## config.mk

```make
export PLATFORM = sky130hd
export DESIGN_NAME = ahbl_apb_bridge_multi
export DESIGN_NICKNAME = d
export VERILOG_FILES = /design/src/rtl/ahbl_apb_bridge_multi_pkg.sv /design/src/rtl/ahbl_apb_bridge_multi_slot_decode.sv /design/src/rtl/ahbl_apb_bridge_multi.sv
export SDC_FILE = /design/constraint.sdc
export NUM_CORES = 1
export LEC_CHECK = 0
export CAP_MARGIN = 10
export CORE_ASPECT_RATIO = 0.6
export CORE_MARGIN = 2
export CORE_UTILIZATION = 41
export DETAILED_ROUTE_END_ITERATION = 7
export PLACE_DENSITY_LB_ADDON = 0.15
export REMOVE_ABC_BUFFERS = 1
export SLEW_MARGIN = 40
export SYNTH_ARGS = -nofsm -noshare
export SYNTH_HDL_FRONTEND = slang
export SYNTH_SLANG_ARGS = --single-unit
export TNS_END_PERCENT = 100
```

## constraint.sdc

```tcl
create_clock -name HCLK -period 2.6 [get_ports HCLK]
set_clock_uncertainty 0.05 [all_clocks]
set_input_delay 0.52 -clock HCLK [delete_from_list [all_inputs] [get_ports HCLK]]
set_output_delay 0.52 -clock HCLK [all_outputs]
set_load 0.02 [all_outputs]
```

## src/rtl/ahbl_apb_bridge_multi_pkg.sv

```systemverilog
// Shared types and constants for the AHB-Lite to APB3 multi-slot bridge.
package ahbl_apb_pkg;
    localparam int SLOT_W = 4;

    localparam logic [1:0] HTRANS_IDLE   = 2'b00;
    localparam logic [1:0] HTRANS_BUSY   = 2'b01;
    localparam logic [1:0] HTRANS_NONSEQ = 2'b10;
    localparam logic [1:0] HTRANS_SEQ    = 2'b11;

    localparam logic HRESP_OKAY  = 1'b0;
    localparam logic HRESP_ERROR = 1'b1;

    typedef enum logic [2:0] {
        ST_IDLE,
        ST_SETUP,
        ST_ACCESS,
        ST_DONE,
        ST_ERR1,
        ST_ERR2
    } state_e;
endpackage

```

## src/rtl/ahbl_apb_bridge_multi_slot_decode.sv

```systemverilog
// Slot index to one-hot PSEL decoder with an out-of-range flag.
module apb_slot_decode
    import ahbl_apb_pkg::*;
#(
    parameter int NUM_SLOTS = 16
) (
    input  logic [SLOT_W-1:0]    idx,
    output logic [NUM_SLOTS-1:0] sel,
    output logic                 unmapped
);
    always_comb begin
        sel      = '0;
        unmapped = (32'(idx) >= NUM_SLOTS);
        for (int i = 0; i < NUM_SLOTS; i++) begin
            if (32'(idx) == i) sel[i] = 1'b1;
        end
    end
endmodule

```

## src/rtl/ahbl_apb_bridge_multi.sv

```systemverilog
// AHB-Lite slave to APB3 master bridge: slot decode, PREADY wait states,
// PSLVERR/decode/size errors as a two-cycle ERROR, and an ACCESS timeout.
module ahbl_apb_bridge_multi
    import ahbl_apb_pkg::*;
#(
    parameter int NUM_SLOTS  = 16,
    parameter int ADDR_WIDTH = 32,
    parameter int DATA_WIDTH = 32,
    parameter int SLOT_SHIFT = 8,
    parameter int TIMEOUT    = 255
) (
    input  logic                  HCLK,
    input  logic                  HRESET,
    input  logic                  HSEL,
    input  logic [ADDR_WIDTH-1:0] HADDR,
    input  logic                  HWRITE,
    input  logic [1:0]            HTRANS,
    input  logic [2:0]            HSIZE,
    input  logic [DATA_WIDTH-1:0] HWDATA,
    input  logic                  HREADYIN,
    output logic                  HREADYOUT,
    output logic [DATA_WIDTH-1:0] HRDATA,
    output logic                  HRESP,
    output logic [NUM_SLOTS-1:0]  PSEL,
    output logic [ADDR_WIDTH-1:0] PADDR,
    output logic                  PENABLE,
    output logic                  PWRITE,
    output logic [DATA_WIDTH-1:0] PWDATA,
    input  logic [DATA_WIDTH-1:0] PRDATA,
    input  logic                  PREADY,
    input  logic                  PSLVERR
);
    localparam int CNT_W = (TIMEOUT < 2) ? 1 : $clog2(TIMEOUT + 1);

    state_e                 state, state_nx;
    logic                   open, accept, size_err, dec_unmapped, tmo;
    logic [NUM_SLOTS-1:0]   dec_sel, psel_q;
    logic [ADDR_WIDTH-1:0]  addr_q;
    logic                   write_q;
    logic [DATA_WIDTH-1:0]  pwdata_q, hrdata_q;
    logic [CNT_W-1:0]       cnt;
    logic                   unused_htrans;

    // HTRANS[0] only separates BUSY/SEQ from IDLE/NONSEQ, which the bridge treats alike.
    assign unused_htrans = HTRANS[0];

    // New transfers are only taken while the bridge is driving HREADYOUT high.
    assign open     = (state == ST_IDLE) || (state == ST_DONE) || (state == ST_ERR2);
    assign accept   = open & HSEL & HREADYIN & HTRANS[1];
    assign size_err = (HSIZE > 3'd2);
    assign tmo      = (TIMEOUT != 0) && (cnt == CNT_W'(TIMEOUT - 1));

    apb_slot_decode #(.NUM_SLOTS(NUM_SLOTS)) u_dec (
        .idx      (HADDR[SLOT_SHIFT +: SLOT_W]),
        .sel      (dec_sel),
        .unmapped (dec_unmapped)
    );

    always_comb begin
        state_nx = state;
        case (state)
            ST_IDLE, ST_DONE, ST_ERR2: begin
                if (accept) state_nx = (dec_unmapped | size_err) ? ST_ERR1 : ST_SETUP;
                else        state_nx = ST_IDLE;
            end
            ST_SETUP:  state_nx = ST_ACCESS;
            ST_ACCESS: begin
                if (PREADY)   state_nx = PSLVERR ? ST_ERR1 : ST_DONE;
                else if (tmo) state_nx = ST_ERR1;
            end
            ST_ERR1:   state_nx = ST_ERR2;
            default:   state_nx = ST_IDLE;
        endcase
    end

    always_ff @(posedge HCLK) begin
        if (HRESET) begin
            state    <= ST_IDLE;
            addr_q   <= '0;
            write_q  <= 1'b0;
            psel_q   <= '0;
            pwdata_q <= '0;
            hrdata_q <= '0;
            cnt      <= '0;
        end else begin
            state <= state_nx;
            if (accept) begin
                addr_q  <= HADDR;
                write_q <= HWRITE;
                psel_q  <= dec_sel;
            end
            if (state == ST_SETUP) pwdata_q <= HWDATA;
            if (state_nx == ST_SETUP)       cnt <= '0;
            else if (state == ST_ACCESS)    cnt <= cnt + 1'b1;
            if (state == ST_ACCESS && PREADY && !PSLVERR && !write_q) hrdata_q <= PRDATA;
        end
    end

    // PSEL/PENABLE decode straight from state so any ACCESS exit or reset drops them on that edge.
    assign PSEL      = (state == ST_SETUP || state == ST_ACCESS) ? psel_q : '0;
    assign PENABLE   = (state == ST_ACCESS);
    assign PADDR     = addr_q;
    assign PWRITE    = write_q;
    assign PWDATA    = (state == ST_SETUP) ? HWDATA : pwdata_q;
    assign HRDATA    = hrdata_q;
    assign HRESP     = (state == ST_ERR1 || state == ST_ERR2) ? HRESP_ERROR : HRESP_OKAY;
    assign HREADYOUT = !(state == ST_SETUP || state == ST_ACCESS || state == ST_ERR1);
endmodule
```

==> results <==
- The initial utilization of the core area, before any placement, comes to 0.424.
- The netlist area before placement is between 4000 and 5000 sq um.
- After floorplanning, the core was divided into 30 placement rows.
- The maximum number of pins on one net before global-route repair is 65.
- The post-synthesis instance total is approximately 560.
- The number of slew-limit violations in the final report is 0.
- Data on the critical path is required at its endpoint by 2.03 ns.
- The layout overhead on the synthesized area is 63.1%.
- Of the total synthesized cell area, the portion taken by XOR and XNOR cells is 0.0127.
- The met1 track demand over resource is 0.256.
- The actual transition at the worst max-transition pin is 0.381 ns.
- The finished layout cell area is 7870 sq um.
- At the end of routability-driven placement, the weighted congestion stood at a little under 0.8.
- The clock-pin slew of the registers on the worst-case setup and hold paths is 0.05 ns.
- The share of synthesized area in the top cell type comes to 0.514.
- For this design the ratio of total power to cell area is between 600 and 700 nW/um^2.
- The share of synthesized area occupied by flip-flops and latches is 0.514.
- The accumulated negative setup slack is 0 ns.
- After detailed routing, the number of vias per cell comes to just under 5.
- The leading cell type in the layout, fill and taps excluded is sky130_fd_sc_hd__clkdlybuf4s50_1.
- The main flop type after synthesis is sky130_fd_sc_hd__dfxtp_1.
- The worst hold path belongs to the class reg -> reg.
- The count of endpoints failing setup in the final report is 0.
- The met2 capacity usage during global routing is 0.387.
- The remaining antenna violation count is 0.
- The worst path meets setup with a little over 0.05 ns of slack.
- During placement, the flow inserted port buffers numbering roughly 220.
- Of the available clock period, the critical path in the final layout requires 0.980.
- TritonCTS created 17 clock buffers.
- After global routing, the most crowded layer is met2.
- After synthesis, the share of flip-flops with an asynchronous set or reset is 0.
- The final route contains 4645 vias.
- The HPWL reported at the end of detailed placement is ~10000 microns.
- The violation count after the first detailed-route iteration is about 230.
- The number of H-tree levels is 4.
- The remaining global-route overflow is 0.
- Of the total synthesized cell area, the portion taken by full adders, half adders and majority gates is 0.00518.
- Prior to clock tree synthesis, the placed netlist has a worst setup slack of approximately 0.036 ns.
- Measured along the x axis, the die boundary spans ~140 microns.
- The overall die area is 12700 sq um.
- The global-route total usage across every layer is 0.225.
- In the layout the commonest cells are sky130_fd_sc_hd__clkdlybuf4s50_1 (171), sky130_fd_sc_hd__nand2_1 (152), sky130_fd_sc_hd__dfxtp_1 (123).
- The worst vdd rail ir drop is around 0.52 mV.
- The upper clock frequency limit is 0.392 GHz.
- The root buffer cell chosen for the clock tree is sky130_fd_sc_hd__clkbuf_16.
- Yosys mapped a number of flops with a built-in enable equal to 0.
- In the post-synthesis netlist, the biggest area contributors are sky130_fd_sc_hd__dfxtp_1 (51%), sky130_fd_sc_hd__nand2_1 (12%), sky130_fd_sc_hd__a21oi_1 (9.2%), sky130_fd_sc_hd__mux2_2 (7.5%), sky130_fd_sc_hd__nor2b_1 (6.9%).
- The flow ran to the end, and the final reports show no timing, DRC or antenna violations.
- The final layout contains between 800 and 900 nets.
- The number of global-route vias before repair came to ~4500.
- Counting I/O delays and the setup requirement, the final critical path takes about 2.5 ns.
- The hold-fix buffer count after cts is 0.
- The worst slew margin relative to its limit is 0.746.
- The final hold violation count is 0.
- The synthesized area per cell is roughly 8.7 sq um.
- The area of the core region is 11400 sq um.
- In the global route stage, met3 resource usage came out at 0.0755.
- The critical path is of the reg -> out type.
- The area fraction in compound gates after synthesis came to 0.105.
- The largest fanout on the critical path is 8.
- The signal on the critical path passes through nor2_2 > and2_4 > clkbuf_16 > mux2_2 > dlygate4sd2_1.
- Counting the fill cells in the layout gives around 900.
- STA classifies the critical path endpoint as a primary output.
- The static leakage power is between 2 and 3 nW.
- The first-pass GRT wire length is 22100 microns.
- The DRC violation count after routing is 0.
- Summing all placed instances gives a cell area of slightly above 7000 sq um.
- The critical path's top delay family is buffers and inverters.
- The average detailed-routed wire length per instance is 15.4 microns.
- The iteration count of the initial detailed-routing pass is 4.
- In the final layout, the share of cells above drive strength 1 is 0.129.
- The clock passes through at most 2 buffers.
- The dominant combinational cell family by area after synthesis is simple AND/OR/NAND/NOR gates.
- The simple-gate portion of the synthesized area is 0.244.
- The delay contributed by the slowest stage of the critical path is roughly 0.36 ns.
- The number of warnings issued by yosys is 0.
- The number of antenna repair diodes is 0.
- The critical path startpoint category is a flop.
- The clock network latency to the later pin of the worst-skew pair is roughly 0.41 ns.
- The CTS tree is built.
- Synthesis inferred 124 register bits.
- The cell accounting for the most synthesized area is sky130_fd_sc_hd__dfxtp_1.
- In this run the vertical extent of the chip is just under 90 microns.
- The count of buffering cells on the critical path with inverters included is 2.
- The fraction of synthesized area in multiplexers is 0.0747.
- The clock drives roughly 120 sinks.
- The routed design has ~15000 microns of wire.
- STA puts the critical path data arrival time at 1.98 ns.
- The number of different library cells used by synthesis comes to 35.
- The number of max-cap violations is 0.
- In this run the post-CTS setup repair buffer count came out at 0.
- The number of antenna violations at the first check in global routing is 0.
- ~220 I/O pins were placed.
- The largest individual stage delay along the critical path comes from the cell sky130_fd_sc_hd__dfxtp_1.
==> worst register-to-register path, delay by kind of cell (launching register included) <==
family	cells	cell delay [ns]
and+or+nand+nor	3	0.88
DFF	1	0.42
buffers and inverters	2	0.42
AOI/OAI and AO/OA	1	0.07
==> where the power goes <==
part / switching, mW / internal [mW] / leakage [nW]
clock network: 0.827 / 1.67 / 0.301
logic: 0.316 / 0.351 / 1.66
registers: 0.0268 / 1.95 / 1.00
total: 1.17 / 3.98 / 2.97
==> cell families after synthesis <==
logic type | after synthesis
buf+inv | 42
compound gates | 97
flops | 124
xor+xnor | 7
mux | 32
simple gates | 254
fa+ha+maj | 2
==> per-stage QoR <==
stage / hold WS [ns] / utilization / total power [mW] / cells
floorplan: 0.371 / - / 2.28 / 519
global placement: 0.390 / 0.633 / 2.67 / 914
detailed placement: 0.396 / 0.633 / 2.68 / 914
CTS: 0.403 / 0.691 / 5.19 / 947
global route: 0.420 / 0.692 / 5.33 / 948
finish: 0.400 / 0.692 / 5.15 / 948
==> cells in the mapped netlist (all sizes together) (2+ instances only) <==
library cell	number
xnor2	4
nor3	3
or3	2
and4b	2
dfxtp	124
a211oi	2
inv	3
mux2	32
a21oi	89
clkbuf	23
nand4	9
nor2	14
and2	2
nand2	152
xor2	3
buf	16
ha	2
nor2b	53
nand3	11
==> path summary, 6_finish.rpt <==
path / to / depth (start not counted) / slack [ns] / startpoint
max: PWDATA[21] / 5 / 0.05 / state[1]
min: psel_q[11] / 2 / 0.40 / psel_q[11]
max reg2reg: HRDATA[13] / 6 / 0.63 / state[1]
min reg2reg: psel_q[11] / 2 / 0.40 / psel_q[11]
==> timing repair <==
action,4_1_cts,5_1_grt
resized for setup,86,10
setup endpoints to repair,50,28
gates cloned,1,1
==> layout make-up <==
type | instances | area (sq um) | share of cell area
Clock inverter | 11 | 165 | 0.0210
Inverter | 3 | 11.3 | 0.00143
Timing Repair Buffer | 237 | 2380 | 0.303
Clock buffer | 21 | 470 | 0.0597
Tap cell | 160 | 200 | 0.0254
Sequential cell | 124 | 2480 | 0.315
Multi-Input combinational cell | 392 | 2160 | 0.274
==> flip-flops by register name, summed over array words and instances (netlist names) <==
name and flops:
psel_q 16, HRDATA 32, pwdata_q 32, state 3
cnt 8, PWRITE 1, PADDR 32
==> routing by layer <==
metal / vias to the layer above / wire [microns]
met3: 28 / 1340
met4: 0 / 289
met5: - / 0
met2: 202 / 6850
li1: 2273 / -
met1: 2142 / 6080
No activity file was read; power rests on OpenSTA's default activity.
